`src/rtl/subband_pkg.sv`:
```
// Shared types for the subband decimator: sample width, decimated pair payload
// and serialiser state encoding.
package subband_pkg;

  localparam int unsigned DATA_W = 16;

  typedef struct packed {
    logic signed [DATA_W-1:0] y1;
    logic signed [DATA_W-1:0] y2;
  } pair_t;

  typedef enum logic {
    CH1 = 1'b0,
    CH2 = 1'b1
  } ser_state_t;

endpackage

```
`src/rtl/subband_pair_fifo.sv`:
```
// First-word fall-through FIFO of decimated pairs; dout, full and empty are
// registered. A push into a full FIFO is accepted when a pop happens in the same cycle.
module subband_pair_fifo
  import subband_pkg::*;
#(
  parameter int unsigned DEPTH_LOG2 = 2
) (
  input  logic  clk,
  input  logic  reset,
  input  logic  push,
  input  logic  pop,
  input  pair_t din,
  output pair_t dout,
  output logic  full,
  output logic  empty
);

  localparam int unsigned DEPTH = 1 << DEPTH_LOG2;
  localparam int unsigned CW    = DEPTH_LOG2 + 1;

  pair_t                 mem [DEPTH];
  logic [DEPTH_LOG2-1:0] wr_ptr;
  logic [DEPTH_LOG2-1:0] rd_ptr;
  logic [DEPTH_LOG2-1:0] rd_nxt;
  logic [CW-1:0]         count;
  logic [CW-1:0]         count_nxt;
  logic                  push_ok;
  logic                  pop_ok;
  pair_t                 head_nxt;

  // Next head: the incoming pair if nothing older survives this cycle, else memory.
  always_comb begin
    push_ok   = push && (!full || pop);
    pop_ok    = pop && !empty;
    count_nxt = count + CW'(push_ok) - CW'(pop_ok);
    rd_nxt    = rd_ptr + DEPTH_LOG2'(pop_ok);
    head_nxt  = (count == CW'(pop_ok)) ? din : mem[rd_nxt];
  end

  always_ff @(posedge clk or negedge reset) begin
    if (!reset) begin
      wr_ptr <= '0;
      rd_ptr <= '0;
      count  <= '0;
      empty  <= 1'b1;
      full   <= 1'b0;
      dout   <= '0;
    end else begin
      count  <= count_nxt;
      rd_ptr <= rd_nxt;
      if (push_ok) wr_ptr <= wr_ptr + DEPTH_LOG2'(1);
      empty  <= (count_nxt == '0);
      full   <= (count_nxt == CW'(DEPTH));
      if (count_nxt != '0) dout <= head_nxt;
    end
  end

  always_ff @(posedge clk) begin
    if (push_ok) mem[wr_ptr] <= din;
  end

endmodule

```
`src/rtl/subband_decimator.sv`:
```
// Decimates both subband channels by 2^DECIM_LOG2, buffers pairs and serialises
// them ch1 then ch2. Define DECIM_AVG_EN for averaging, else plain downsampling.
module subband_decimator
  import subband_pkg::*;
#(
  parameter int unsigned DECIM_LOG2      = 1,
  parameter int unsigned FIFO_DEPTH_LOG2 = 2
) (
  input  logic                     clk,
  input  logic                     reset,
  input  logic                     in_valid,
  input  logic signed [DATA_W-1:0] x_in1,
  input  logic signed [DATA_W-1:0] x_in2,
  output logic signed [DATA_W-1:0] out_data,
  output logic                     out_ch,
  output logic                     out_valid,
  input  logic                     out_ready,
  output logic                     overflow,
  input  logic                     ovf_clr
);

  localparam int unsigned D  = 1 << DECIM_LOG2;
  localparam int unsigned PW = (DECIM_LOG2 == 0) ? 1 : DECIM_LOG2;

  logic [PW-1:0] phase;
  logic          first_ph;
  logic          last_ph;
  logic          push;
  logic          pop;
  logic          fifo_full;
  logic          fifo_empty;
  pair_t         new_pair;
  pair_t         head;
  ser_state_t    state;

  assign first_ph = (phase == '0);
  assign last_ph  = (phase == PW'(D - 1));

  always_ff @(posedge clk or negedge reset) begin
    if (!reset)        phase <= '0;
    else if (in_valid) phase <= last_ph ? '0 : phase + PW'(1);
  end

`ifdef DECIM_AVG_EN
  localparam int unsigned ACC_W = DATA_W + DECIM_LOG2;

  logic signed [ACC_W-1:0] acc1, acc2, base1, base2, sum1, sum2;

  // Phase 0 restarts the group, so its sum is just the sample itself.
  always_comb begin
    base1 = acc1;
    base2 = acc2;
    if (first_ph) begin
      base1 = '0;
      base2 = '0;
    end
    sum1        = base1 + ACC_W'(x_in1);
    sum2        = base2 + ACC_W'(x_in2);
    new_pair.y1 = DATA_W'(sum1 >>> DECIM_LOG2);
    new_pair.y2 = DATA_W'(sum2 >>> DECIM_LOG2);
  end

  always_ff @(posedge clk or negedge reset) begin
    if (!reset) begin
      acc1 <= '0;
      acc2 <= '0;
    end else if (in_valid) begin
      acc1 <= sum1;
      acc2 <= sum2;
    end
  end
`else
  logic signed [DATA_W-1:0] samp1, samp2;

  always_ff @(posedge clk or negedge reset) begin
    if (!reset) begin
      samp1 <= '0;
      samp2 <= '0;
    end else if (in_valid && first_ph) begin
      samp1 <= x_in1;
      samp2 <= x_in2;
    end
  end

  always_comb begin
    new_pair.y1 = first_ph ? x_in1 : samp1;
    new_pair.y2 = first_ph ? x_in2 : samp2;
  end
`endif

  assign push      = in_valid && last_ph;
  assign out_valid = !fifo_empty;
  assign pop       = out_valid && out_ready && (state == CH2);

  subband_pair_fifo #(
    .DEPTH_LOG2(FIFO_DEPTH_LOG2)
  ) u_fifo (
    .clk  (clk),
    .reset(reset),
    .push (push),
    .pop  (pop),
    .din  (new_pair),
    .dout (head),
    .full (fifo_full),
    .empty(fifo_empty)
  );

  // A pair is only lost when the FIFO is full and no pop frees a slot this cycle.
  always_ff @(posedge clk or negedge reset) begin
    if (!reset)                          overflow <= 1'b0;
    else if (push && fifo_full && !pop)  overflow <= 1'b1;
    else if (ovf_clr)                    overflow <= 1'b0;
  end

  always_ff @(posedge clk or negedge reset) begin
    if (!reset)                       state <= CH1;
    else if (out_valid && out_ready)  state <= (state == CH1) ? CH2 : CH1;
  end

  assign out_ch   = (state == CH2);
  assign out_data = (state == CH2) ? head.y2 : head.y1;

endmodule

```
`config.mk`:
```
export PLATFORM = sky130hd
export DESIGN_NAME = subband_decimator
export DESIGN_NICKNAME = d
export VERILOG_FILES = /design/src/rtl/subband_pkg.sv /design/src/rtl/subband_pair_fifo.sv /design/src/rtl/subband_decimator.sv
export SDC_FILE = /design/constraint.sdc
export NUM_CORES = 1
export LEC_CHECK = 0
export CORE_MARGIN = 4
export CORE_UTILIZATION = 35
export DETAILED_ROUTE_END_ITERATION = 10
export PLACE_DENSITY_LB_ADDON = 0.15
export SYNTH_ARGS = -nofsm -noshare
export SYNTH_HDL_FRONTEND = slang
export SYNTH_SLANG_ARGS = --single-unit
```
`constraint.sdc`:
```
create_clock -name clk -period 3.5 [get_ports clk]
set_input_delay 0.35 -clock clk [delete_from_list [all_inputs] [get_ports clk]]
set_output_delay 0.35 -clock clk [all_outputs]
set_load 0.05 [all_outputs]
```
==> impl_metrics.toml <==
[yosys]
synth_cell_types = 31
netlist_area_um2 = 8620
syn_inst = 515
synth_edf_count = 128
ys_async_sr_fraction = 0.373
ys_top_cells_by_count = "edfxtp_1, mux2_2, dfrtp_1"
synth_most_common_cell = "edfxtp_1"
ys_seq_elements = 204
synth_xor_area_frac = 0.00755
post-synth-top-area-cell = "edfxtp_1"
synth_fa_ha_area_frac = 0.0125
syn_nets = 560
ys_seq_area_frac = 0.667
avgSynthCellArea_um2 = 16.7
synthSimpleGateAreaFrac = 0.0505
synth_top_family_by_area = "multiplexers"
ys.flop_type = "edfxtp_1"
yosys_warnings = 0
synthMuxAreaShare = 0.193
synth_compound_area_frac = 0.0391
synth_top_cell_area_share = 0.446
synth.area.top_cells = "edfxtp_1, dfrtp_1, mux2_2"

[power_and_ir_drop]
peakVddDrop_mv = 0.681
power.density_nw_per_um2 = 1080
power_leakage_nw = 3.72

[clock_network]
root_buffer = "clkbuf_16"
post_cts_buffers = 0
cts_tree = "built"
path_clk_slew_ns = 0.06
cts_sinks = 204
insertion_delay_ns = 0.49
ctsHoldBuffers = 0
htreeDepth = 1
post_cts_resized = 0
clockBufferDepth = 3
numCtsBuffers = 23

[die]
dieArea_um2 = 27200
chipHeight_um = 165
die_width_um = 165
initial_core_util = 0.355
rows = 57
io_pins = 56
placeableCoreArea_um2 = 24200

[placed_design]
placed_cell_area_um2 = 9520
io_buffers = 55
gp_congestion = 0.700
dp_cells = 880
dp_hpwl_mm = 10.7
detailedPlace.worstSlack_ns = 0.414

[min_path]
hold_path_class = "in2async"

[final_layout]
syn_to_final_growth_pct = 18.6
n_antenna_cell = 0
final_nets = 626
fin_area_um2 = 10200
fin_util = 0.422
fin_cells = 920
layout-drive-gt1-share = 0.295

[route]
drt_iter0_markers = 204
totalWireLength_mm = 18.1
drc = 0
avgViaCountPerCell = 4.89
via_count = 4499
detail-route-antenna-nets = 0
routedWlPerCell_um = 19.7
drt_first_pass_iters = 4

[timing]
tns_ns = 0
worst_slew_pin_slew_ns = 0.960
report.final.slew_viol_count = 0
clock.fmax_mhz = 355
rsz0062_at_grt = "false"
setup_viol = 0
skew_ns = 0.00848
period_needed_ns = 2.82
hold_violations = 14
worst_slack_ns = 0.682
fin_crit_sh = 0.805
slew_headroom = 0.360
whs_ns = -0.0224

[worst_setup_path]
reg2reg_slack_ns = 0.68
crit_path_start_kind = "flip-flop"
critPathRequiredTime_ns = 3.92
endpoint_kind = "flip-flop"
reg2reg_to = "u_fifo.dout[31]"
reg2regPathDepth = 13
crit_type = "reg2reg"
critical_path_arrival_ns = 3.23
r2r_start = "u_fifo.empty"
critPathMaxFanout = 65

[global_routing]
antenna_found_initial = 0
grt_pass1_wl_mm = 28.3
grt_pass1_vias = 4803
gr-usage-all-layers = 0.137
grt_max_degree = 68
grt_overflow = 0

[flow_run]
cap_violations = 0

[status]
status = "finished with violations"
violations = "negative hold slack"
critical path, stage by stage (launching register included):
cell and delay [ns]:
dfstp_2 0.51, inv_1 0.06, nand3_1 0.17, inv_1 0.09, ha_1 0.29, inv_1 0.11
ha_1 0.16, inv_1 0.05, fa_1 0.36, xnor3_1 0.24, nand3b_2 0.12, buf_12 0.28
nor2_1 0.09, a31oi_2 0.15
cell usage in the layout (no fill, tap or decap), types with 2 or more instances in the layout:
cell,Yosys,final
a31oi_2,20,20
mux2_2,80,80
xnor2_1,2,2
clkbuf_1,5,8
clkbuf_8,0,4
edfxtp_1,128,128
mux4_2,23,23
inv_1,11,11
ha_1,7,6
buf_4,7,16
buf_12,0,2
nor2_1,32,32
clkinv_1,0,3
clkbuf_16,0,23
nand2_1,67,67
a31oi_1,12,12
clkdlybuf4s50_1,0,54
dfrtp_1,75,75
and2_1,4,4
mux4_1,9,9
per-layer routing:
layer  track usage  vias up  share of wire
met1         0.184     2331           0.44
met4        0.0291        0          0.016
met2         0.232       76           0.50
met3        0.0265       26          0.048
li1              -     2066              -
met5             0        -              0
worst max path at each step:
stage	to	slack, ns	start	cells after the start
5_1_grt	u_fifo.dout[22]	0.46	u_fifo.empty	13
3_3_place_gp	u_fifo.dout[31]	0.51	out_ready	13
2_1_floorplan	u_fifo.dout[11]	0.68	out_ch	12
6_report	u_fifo.dout[31]	0.68	u_fifo.empty	13
4_1_cts	u_fifo.dout[3]	0.66	u_fifo.empty	13
3_5_place_dp	u_fifo.dout[3]	0.41	out_ready	13
report_power, final:
group	switching, mW	internal, mW
logic	2.74	2.14
registers	0.301	3.57
clock network	0.882	1.36
total	3.92	7.07
flip-flops by register name, indices dropped and copies added (netlist names):
register       cells
u_fifo.mem       128
u_fifo.full        1
u_fifo.dout       32
u_fifo.count       3
overflow           1
u_fifo.wr_ptr      2
u_fifo.rd_ptr      2
samp2             16
out_ch             1
samp1             16
u_fifo.empty       1
last_ph            1
layout make-up:
cell class / count / area, µm²
Clock inverter: 5 / 46.3
Inverter: 11 / 41.3
Timing Repair Buffer: 72 / 701
Multi-Input combinational cell: 269 / 2620
Tap cell: 324 / 405
Sequential cell: 204 / 5750
Clock buffer: 35 / 661
Fill cell: 2213 / 14000
logic make-up after synthesis:
group / Yosys count
DFF: 204
muxes: 113
and+or+nand+nor: 109
buffers and inverters: 42
AOI/OAI and AO/OA: 34
adders and majority gates: 8
xor gates and xnor gates: 5
metrics by stage:
step / power [mW] / hold slack [ns]
floorplan: 7.67 / 0.0544
global placement: 8.78 / 0.470
detailed placement: 8.90 / 0.488
CTS: 11.2 / 0.0247
global route: 11.7 / 0.0549
finish: 11.0 / -0.0224
(Power assumes the default switching activity.)
